File: src/rtl/switch_debouncer.sv
// Per-bit 2-FF synchroniser plus stability-counter debounce for slide switches.
// SWITCH and the edge strobes update STABLE_COUNT+2 edges after the first edge that samples a new raw level.
module switch_debouncer #(
    parameter int N            = 5,
    parameter int STABLE_COUNT = 1000000,
    parameter int CNT_W        = 20
) (
    input  logic         CLK,
    input  logic         RST_N,
    input  logic [N-1:0] SW_RAW,
    output logic [N-1:0] SWITCH,
    output logic [N-1:0] EDGE_RISE,
    output logic [N-1:0] EDGE_FALL,
    output logic         CHANGED
);

    localparam logic [CNT_W-1:0] LAST = CNT_W'(STABLE_COUNT - 1);

    logic [N-1:0]     s1;
    logic [N-1:0]     s2;
    logic [N-1:0]     flip;
    logic [CNT_W-1:0] cnt [N];

    // A bit flips on the sample that completes STABLE_COUNT consecutive disagreements.
    always_comb begin
        flip = '0;
        for (int i = 0; i < N; i++) begin
            flip[i] = (s2[i] != SWITCH[i]) && (cnt[i] == LAST);
        end
    end

    always_ff @(posedge CLK or negedge RST_N) begin
        if (!RST_N) begin
            s1        <= '0;
            s2        <= '0;
            SWITCH    <= '0;
            EDGE_RISE <= '0;
            EDGE_FALL <= '0;
            CHANGED   <= 1'b0;
            for (int i = 0; i < N; i++) begin
                cnt[i] <= '0;
            end
        end else begin
            s1        <= SW_RAW;
            s2        <= s1;
            SWITCH    <= SWITCH ^ flip;
            EDGE_RISE <= flip & s2;
            EDGE_FALL <= flip & ~s2;
            CHANGED   <= |flip;
            // Any agreeing sample restarts the count, which rejects glitches.
            for (int i = 0; i < N; i++) begin
                if ((s2[i] == SWITCH[i]) || flip[i]) begin
                    cnt[i] <= '0;
                end else begin
                    cnt[i] <= cnt[i] + CNT_W'(1);
                end
            end
        end
    end

endmodule

File: config.mk
export PLATFORM = sky130hd
export DESIGN_NAME = switch_debouncer
export DESIGN_NICKNAME = d
export VERILOG_FILES = /design/src/rtl/switch_debouncer.sv
export SDC_FILE = /design/constraint.sdc
export NUM_CORES = 1
export LEC_CHECK = 0
export BUFFER_PORTS_ARGS = -buffer_cell sky130_fd_sc_hd__buf_2
export CORE_MARGIN = 8
export CORE_UTILIZATION = 30
export DETAILED_ROUTE_END_ITERATION = 12
export PLACE_DENSITY = 0.49
export RECOVER_POWER = 50
export SYNTH_ARGS = -nofsm -noshare
export SYNTH_HDL_FRONTEND = slang
export SYNTH_SLANG_ARGS = --single-unit
File: constraint.sdc
create_clock -name CLK -period 2 [get_ports CLK]
set_input_delay 0.3 -clock CLK [delete_from_list [all_inputs] [get_ports CLK]]
set_output_delay 0.3 -clock CLK [all_outputs]
set_load 0.05 [all_outputs]
==> metrics.yaml, run 1 <==
layer_carrying_the_most_global_route_usage: "met2"
tritoncts: "done"
path_max_fanout: 6
crit_path_start_kind: "flop"
cts-resized-gates: 0
global_route.usage.total_pct: 10.06
route.detailed.vias_per_inst: 4.656
worst_skew_ps: 5.803
layout_commonest_cell: "dfrtp_1"
min-delay-path-class: "reg2reg"
grt_setup_unrepaired: "no"
insertion_delay_ps: 410
final_max_slew_viol_count: 0
gp_routability_congestion: 0.7580
slew-limit-headroom_pct: 51.03
max-cap-violations: 0
design_power_total_mw: 5.719
antenna_found_initial: 0
antennaDiodeCount: 0
dr_total_vias: 3892
area.growth.synth_to_final_pct: 20.59
r2r_cells: 5
die_h_um: 152.8
gr-usage-met2_pct: 16.03
ys_ff_latch: 126
gr-total-overflow: 0
timing.setup.critical_path_class: "reg2reg"
remaining_drc_errors: 0
ios: 23
max_slew.worst_pin.slew_ps: 734.6
mean_cell_area_of_the_mapped_netlist_um2: 10.58
num_rows: 50
number_of_buffers_inserted_by_port_buffering: 22
power.static_leakage_nw: 3.008
post_drt_wl_per_cell_um: 13.10
timing.setup.tns_ps: 0
holdPathStages: 0
final_hold_viol_count: 0
antenna_left: 0
min-delay-start: "s1[4]"
syn_inst: 531
worst-endpoint-arrival_ps: 2230
status: "finished, final reports clean"
synth_seq_area_share_pct: 56.15
dr.first_iter.drc_count: 176
clkSinkCount: 126
core_um2: 18520
timing.critical_path.required_ps: 2300
worstHoldEndpoint: "s2[4]"
synthesized_cell_area_um2: 5615
total_number_of_yosys_warnings: 0
initial_utilization_pct: 30.32
tritoncts_buffers: 17
layout.cells.most_common_list: "dfrtp_1 (126), nor2_1 (111), xor2_1 (60), nand2_1 (40), nand3_1 (38)"
grt_met1_use_pct: 11.97
detailedPlacementHpwl_um: 7573
finish.net_count: 601
crit_path_cell_trace: "ha_1 -> nand2_1 -> or2_4 -> or4_4 -> mux2_4"
max-clock-path-buffers: 2
irDropWorstVdd_mv: 0.6349
global_route.usage.met3_pct: 3.609
grt_pass1_wl_um: 18980
syn_nets: 543
yosysUniqueCellTypes: 34
timing.critical_path.buf_inv: 0
grt_max_degree: 72
timing.reg2reg.setup_slack_ps: 70
cpPeakStageDelay_ps: 600
path_clk_slew_ps: 60
critical_path.endpoint_type: "flop"
die_x_um: 152.8
drive_above_1_share_pct: 13.46
cpLargestDelayFamily: "simple AND/OR/NAND/NOR gates"
p_per_area_nw_per_um2: 844.5
cts_root_buffer: "clkbuf_16"
postSynth.topFlopCell: "dfrtp_1"
async_flop_share_pct: 100.0
synth-edff-count: 0
r2r_start: "cnt[40]"
timing.hold.ws_ps: 345.9
setup_viol: 0
worst_path_max_delay_cell: "or4_4"
first_pass_iters: 4
die-area_um2: 23350
cts-htree-levels: 4
min_period_over_period_pct: 96.43
timing.fmax_mhz: 518.5
finalWorstPathRequiredPeriod_ps: 1929
postRouteWirelength_um: 10950
via_count_of_the_first_global_routing_pass: 4036
-- metrics by stage --
| step | utilization [%] | worst slack (ps) | cell area (µm²) | instances |
|---|---|---|---|---|
| after floorplan | - | 65.46 | 5615 | 531 |
| after global placement | 33.26 | 95.00 | 6160 | 798 |
| after detailed placement | 33.26 | 74.65 | 6160 | 798 |
| after CTS | 36.64 | 69.74 | 6785 | 836 |
| after global routing | 36.57 | 10.62 | 6771 | 836 |
| final | 36.57 | 71.39 | 6771 | 836 |
-- state kept, by name, indices dropped and copies added (netlist names), named ones only --
name,cells
CHANGED,1
EDGE_FALL,5
EDGE_RISE,5
cnt,100
s1,5
s2,5
-- cell families (layout without fill, tap and decap cells) --
logic type	after synthesis	count (layout)	share of synthesized area [%]
compound gates	4	4	0.4009
xor+xnor	95	95	14.82
fa+ha+maj	5	5	1.114
buf+inv	13	84	1.225
flops	126	126	56.15
mux	5	5	1.069
simple gates	283	283	25.22
-- cell type report --
cell class | instances | area (µm²)
Clock inverter | 13 | 122.6
Fill cell | 1831 | 11750
Timing Repair Buffer | 46 | 344.1
Clock buffer | 19 | 442.9
Tap cell | 234 | 292.8
Inverter | 6 | 22.52
Multi-Input combinational cell | 392 | 2394
Sequential cell | 126 | 3153
-- worst reg2reg max path, stage by stage, from the launching register on --
cell and delay, ps:
dfrtp_1 370, ha_1 170, nand2_1 80, or2_4 280, or4_4 600, mux2_4 320
-- layer usage --
metal  routed length [µm]  share of wire [%]
met1                 5319                 49
met2                 5094                 47
met3                  357                3.3
met4                  178                1.6
met5                    0                  0
-- how the worst max path moves through the flow --
stage,endpoint,slack (ps),start,cells after the start
after floorplan,flop,70,cnt[40],6
after global placement,flop,100,cnt[40],5
after detailed placement,flop,70,cnt[40],5
after CTS,flop,70,cnt[40],5
after global routing,flop,10,cnt[40],5
final,flop,70,cnt[40],5
-- synth_stat cells (2+ instances only) --
library cell  count  area (µm²)
nor3_1           13       65.06
xnor2_1          35       306.5
buf_2             4       20.02
mux2_2            4       45.04
inv_1             6       22.52
xor2_1           60       525.5
nand3_1          38       190.2
and4_1           10       87.58
o22ai_1           2       12.51
dfrtp_1         126        3153
and3_1           13       81.33
nand4_1          20       125.1
nor4_1            9       56.30
nor4b_1           5       43.79
or3_1             2       12.51
buf_6             2       22.52
nand2_1          40       150.1
nand4b_1          2       17.52
nor2_1          111       416.7
nor3b_1          10       75.07
nand3b_1          2       15.01
ha_1              5       62.56
-- repair_timing --
item / 4_1_cts / 5_1_grt
buffers inserted: 0 / 0
hold endpoints to repair: 30 / 0
hold buffers: 6 / 0
-- where the power goes --
| group | internal [mW] | switching (mW) | total, mW |
|---|---|---|---|
| clock network | 1.84 | 1.09 | 2.93 |
| logic | 0.0594 | 0.107 | 0.167 |
| registers | 2.59 | 0.0315 | 2.62 |
| total | 4.49 | 1.23 | 5.72 |
Power figures use the tool's default switching activity.
==> run 2, diff against run 1 <==
--- a/config.mk
+++ b/config.mk
@@ -6,10 +6,8 @@
 export NUM_CORES = 1
 export LEC_CHECK = 0
 export BUFFER_PORTS_ARGS = -buffer_cell sky130_fd_sc_hd__buf_2
-export CORE_MARGIN = 8
 export CORE_UTILIZATION = 30
 export DETAILED_ROUTE_END_ITERATION = 12
-export PLACE_DENSITY = 0.49
 export RECOVER_POWER = 50
 export SYNTH_ARGS = -nofsm -noshare
 export SYNTH_HDL_FRONTEND = slang
==> run 2 against run 1 <==
Net effect:
- clock power up 5%
- core utilization is 0.66 points higher
- sequential power hardly changed
- register-to-register slack better by 50 ps
- critical path depth is the same
- maximum frequency grew 2.5%
- cell count shrank 0.96%
==> metrics.yaml, run 2 (synthesized netlist as in run 1, its figures left out) <==
status: "finished, final reports clean"
tritoncts: "done"
timing.setup.critical_path_class: "reg2reg"
cts_setup_buffers: 0
min_period_over_period_pct: 94.06
timing.setup.tns_ps: 0
cpPeakStageDelay_ps: 500
fin_worst_setup_slack_ps: 118.8
remaining_drc_errors: 0
antennaDiodeCount: 0
antenna_found_initial: 0
detailedPlacementHpwl_um: 6890
drive_above_1_share_pct: 12.69
finish.net_count: 599
power.combinational.fraction_pct: 2.7
insertion_delay_ps: 410
design_power_total_mw: 5.862
cts-htree-levels: 4
gp_routability_congestion: 0.8112
grt_max_degree: 81
grt_setup_unrepaired: "no"
antenna_left: 0
layout.cell_area.non_filler_um2: 6755
number_of_buffers_inserted_by_port_buffering: 22
gr-total-overflow: 0
netSwitchingFraction_pct: 20.14
crit_path_start_kind: "flop"
via_count_of_the_first_global_routing_pass: 3988
layout.cells.most_common_list: "dfrtp_1 (126), nor2_1 (111), xor2_1 (60), nand2_1 (40), nand3_1 (38)"
largest_register_ffs: 100
dr_total_vias: 3878
die_h_um: 138.8
finalWorstPathRequiredPeriod_ps: 1881
dr.first_iter.drc_count: 202
max-cap-violations: 0
slew-limit-headroom_pct: 25.73
layout_commonest_cell: "dfrtp_1"
max-clock-path-buffers: 2
largest_register: "cnt"
ios: 23
final_max_slew_viol_count: 0
path_clk_slew_ps: 50
worst-endpoint-arrival_ps: 2180
crit_path_cell_trace: "ha_2 -> nand2_1 -> or2_4 -> or4_4 -> mux2_4"
power.static_leakage_nw: 3.000
worst_skew_ps: 6.872
timing.fmax_mhz: 531.6
worst_path_max_delay_cell: "or4_4"
route.detailed.vias_per_inst: 4.684
final_cells: 828
final_hold_viol_count: 0
detailedPlace.worstSlack_ps: 8.324
place_area_um2: 6113
share_seq_of_total_power_pct: 44.7
global_route.usage.total_pct: 12.02
setup_viol: 0
die_x_um: 138.8
min-delay-path-class: "reg2reg"
timing.critical_path.required_ps: 2300
irDropWorstVdd_mv: 0.6064
post_drt_wl_per_cell_um: 12.57
clkSinkCount: 126
die-area_um2: 19270
internal_power_mw: 4.682
initial_utilization_pct: 30.94
tritoncts_buffers: 17
total_of_fill_cells_in_the_finished_design: 1760
grt_pass1_wl_um: 18410
path_max_fanout: 6
p_per_area_nw_per_um2: 867.8
core_um2: 18150
power.net_switching_mw: 1.180
clock_power_share_pct: 52.6
num_rows: 49
critical_path.endpoint_type: "flop"
max_slew.worst_pin.slew_ps: 1114
cts_root_buffer: "clkbuf_16"
postRouteWirelength_um: 10410
area.growth.synth_to_final_pct: 20.30
first_pass_iters: 4
dp.cells: 791
==> run 2: cell count changes in the layout (fill, tap and decap cells not counted), moves of 2 or more <==
cell	delta
clkbuf_1	+4
clkbuf_8	+2
buf_12	-2
clkinv_2	-4
clkinvlp_4	-3
==> run 2: final timing paths <==
check	slack [ps]	cells after the start	start	to
min	350	0	s1[2]	s2[2]
min in group asynchronous	780	3	RST_N	s1[4]
max	120	5	cnt[40]	flop
max reg2reg	120	5	cnt[40]	flop
min reg2reg	350	0	s1[2]	s2[2]
max in group asynchronous	540	3	RST_N	cnt[36]
==> run 2: critical path, delay by kind of cell, from the launching register on <==
kind,cells,cell delay (ps)
muxes,1,320
DFF,1,380
adders and majority gates,1,220
and+or+nand+nor,3,840
==> run 2: per-stage QoR <==
step	hold WS [ps]	utilization, %
3_5_place_dp	336.3	33.69
2_1_floorplan	4.409	-
4_1_cts	348.5	37.29
5_1_grt	353.4	37.22
6_report	347.7	37.22
3_3_place_gp	334.1	33.69
==> run 2: repair_timing <==
item                                   4_1_cts  5_1_grt
setup endpoints to repair                    1        2
cloned                                       0        0
hold buffers                                 6        0
gates resized for setup                      1        1
endpoints found under the hold margin       85        0
pin swaps                                    0        1
==> run 2: power groups by stage <==
stage	sequential, mW	clock, mW	combinational [mW]
6_report	2.62	3.08	0.158
5_1_grt	2.62	3.26	0.183
4_1_cts	2.62	3.16	0.171
3_5_place_dp	2.66	0	0.160
3_3_place_gp	2.66	0	0.154
2_1_floorplan	2.65	0	0.0715
==> run 2: layout make-up <==
cell class	count	area (µm²)	share of cell area (%)
Inverter	6	22.52	0.3334
Clock buffer	24	481.7	7.131
Multi-Input combinational cell	392	2402	35.56
Sequential cell	126	3153	46.68
Clock inverter	7	110.1	1.630
Timing Repair Buffer	44	299.0	4.427
Tap cell	229	286.5	4.242
==> run 2: layer usage <==
layer | part of all wire, % | GRT usage, % | vias to the layer above
li1 | - | - | 1911
met1 | 47 | 14.46 | 1906
met2 | 48 | 19.75 | 52
met3 | 3.1 | 3.695 | 9
met4 | 1.4 | 5.497 | 0
met5 | 0 | 0 | -
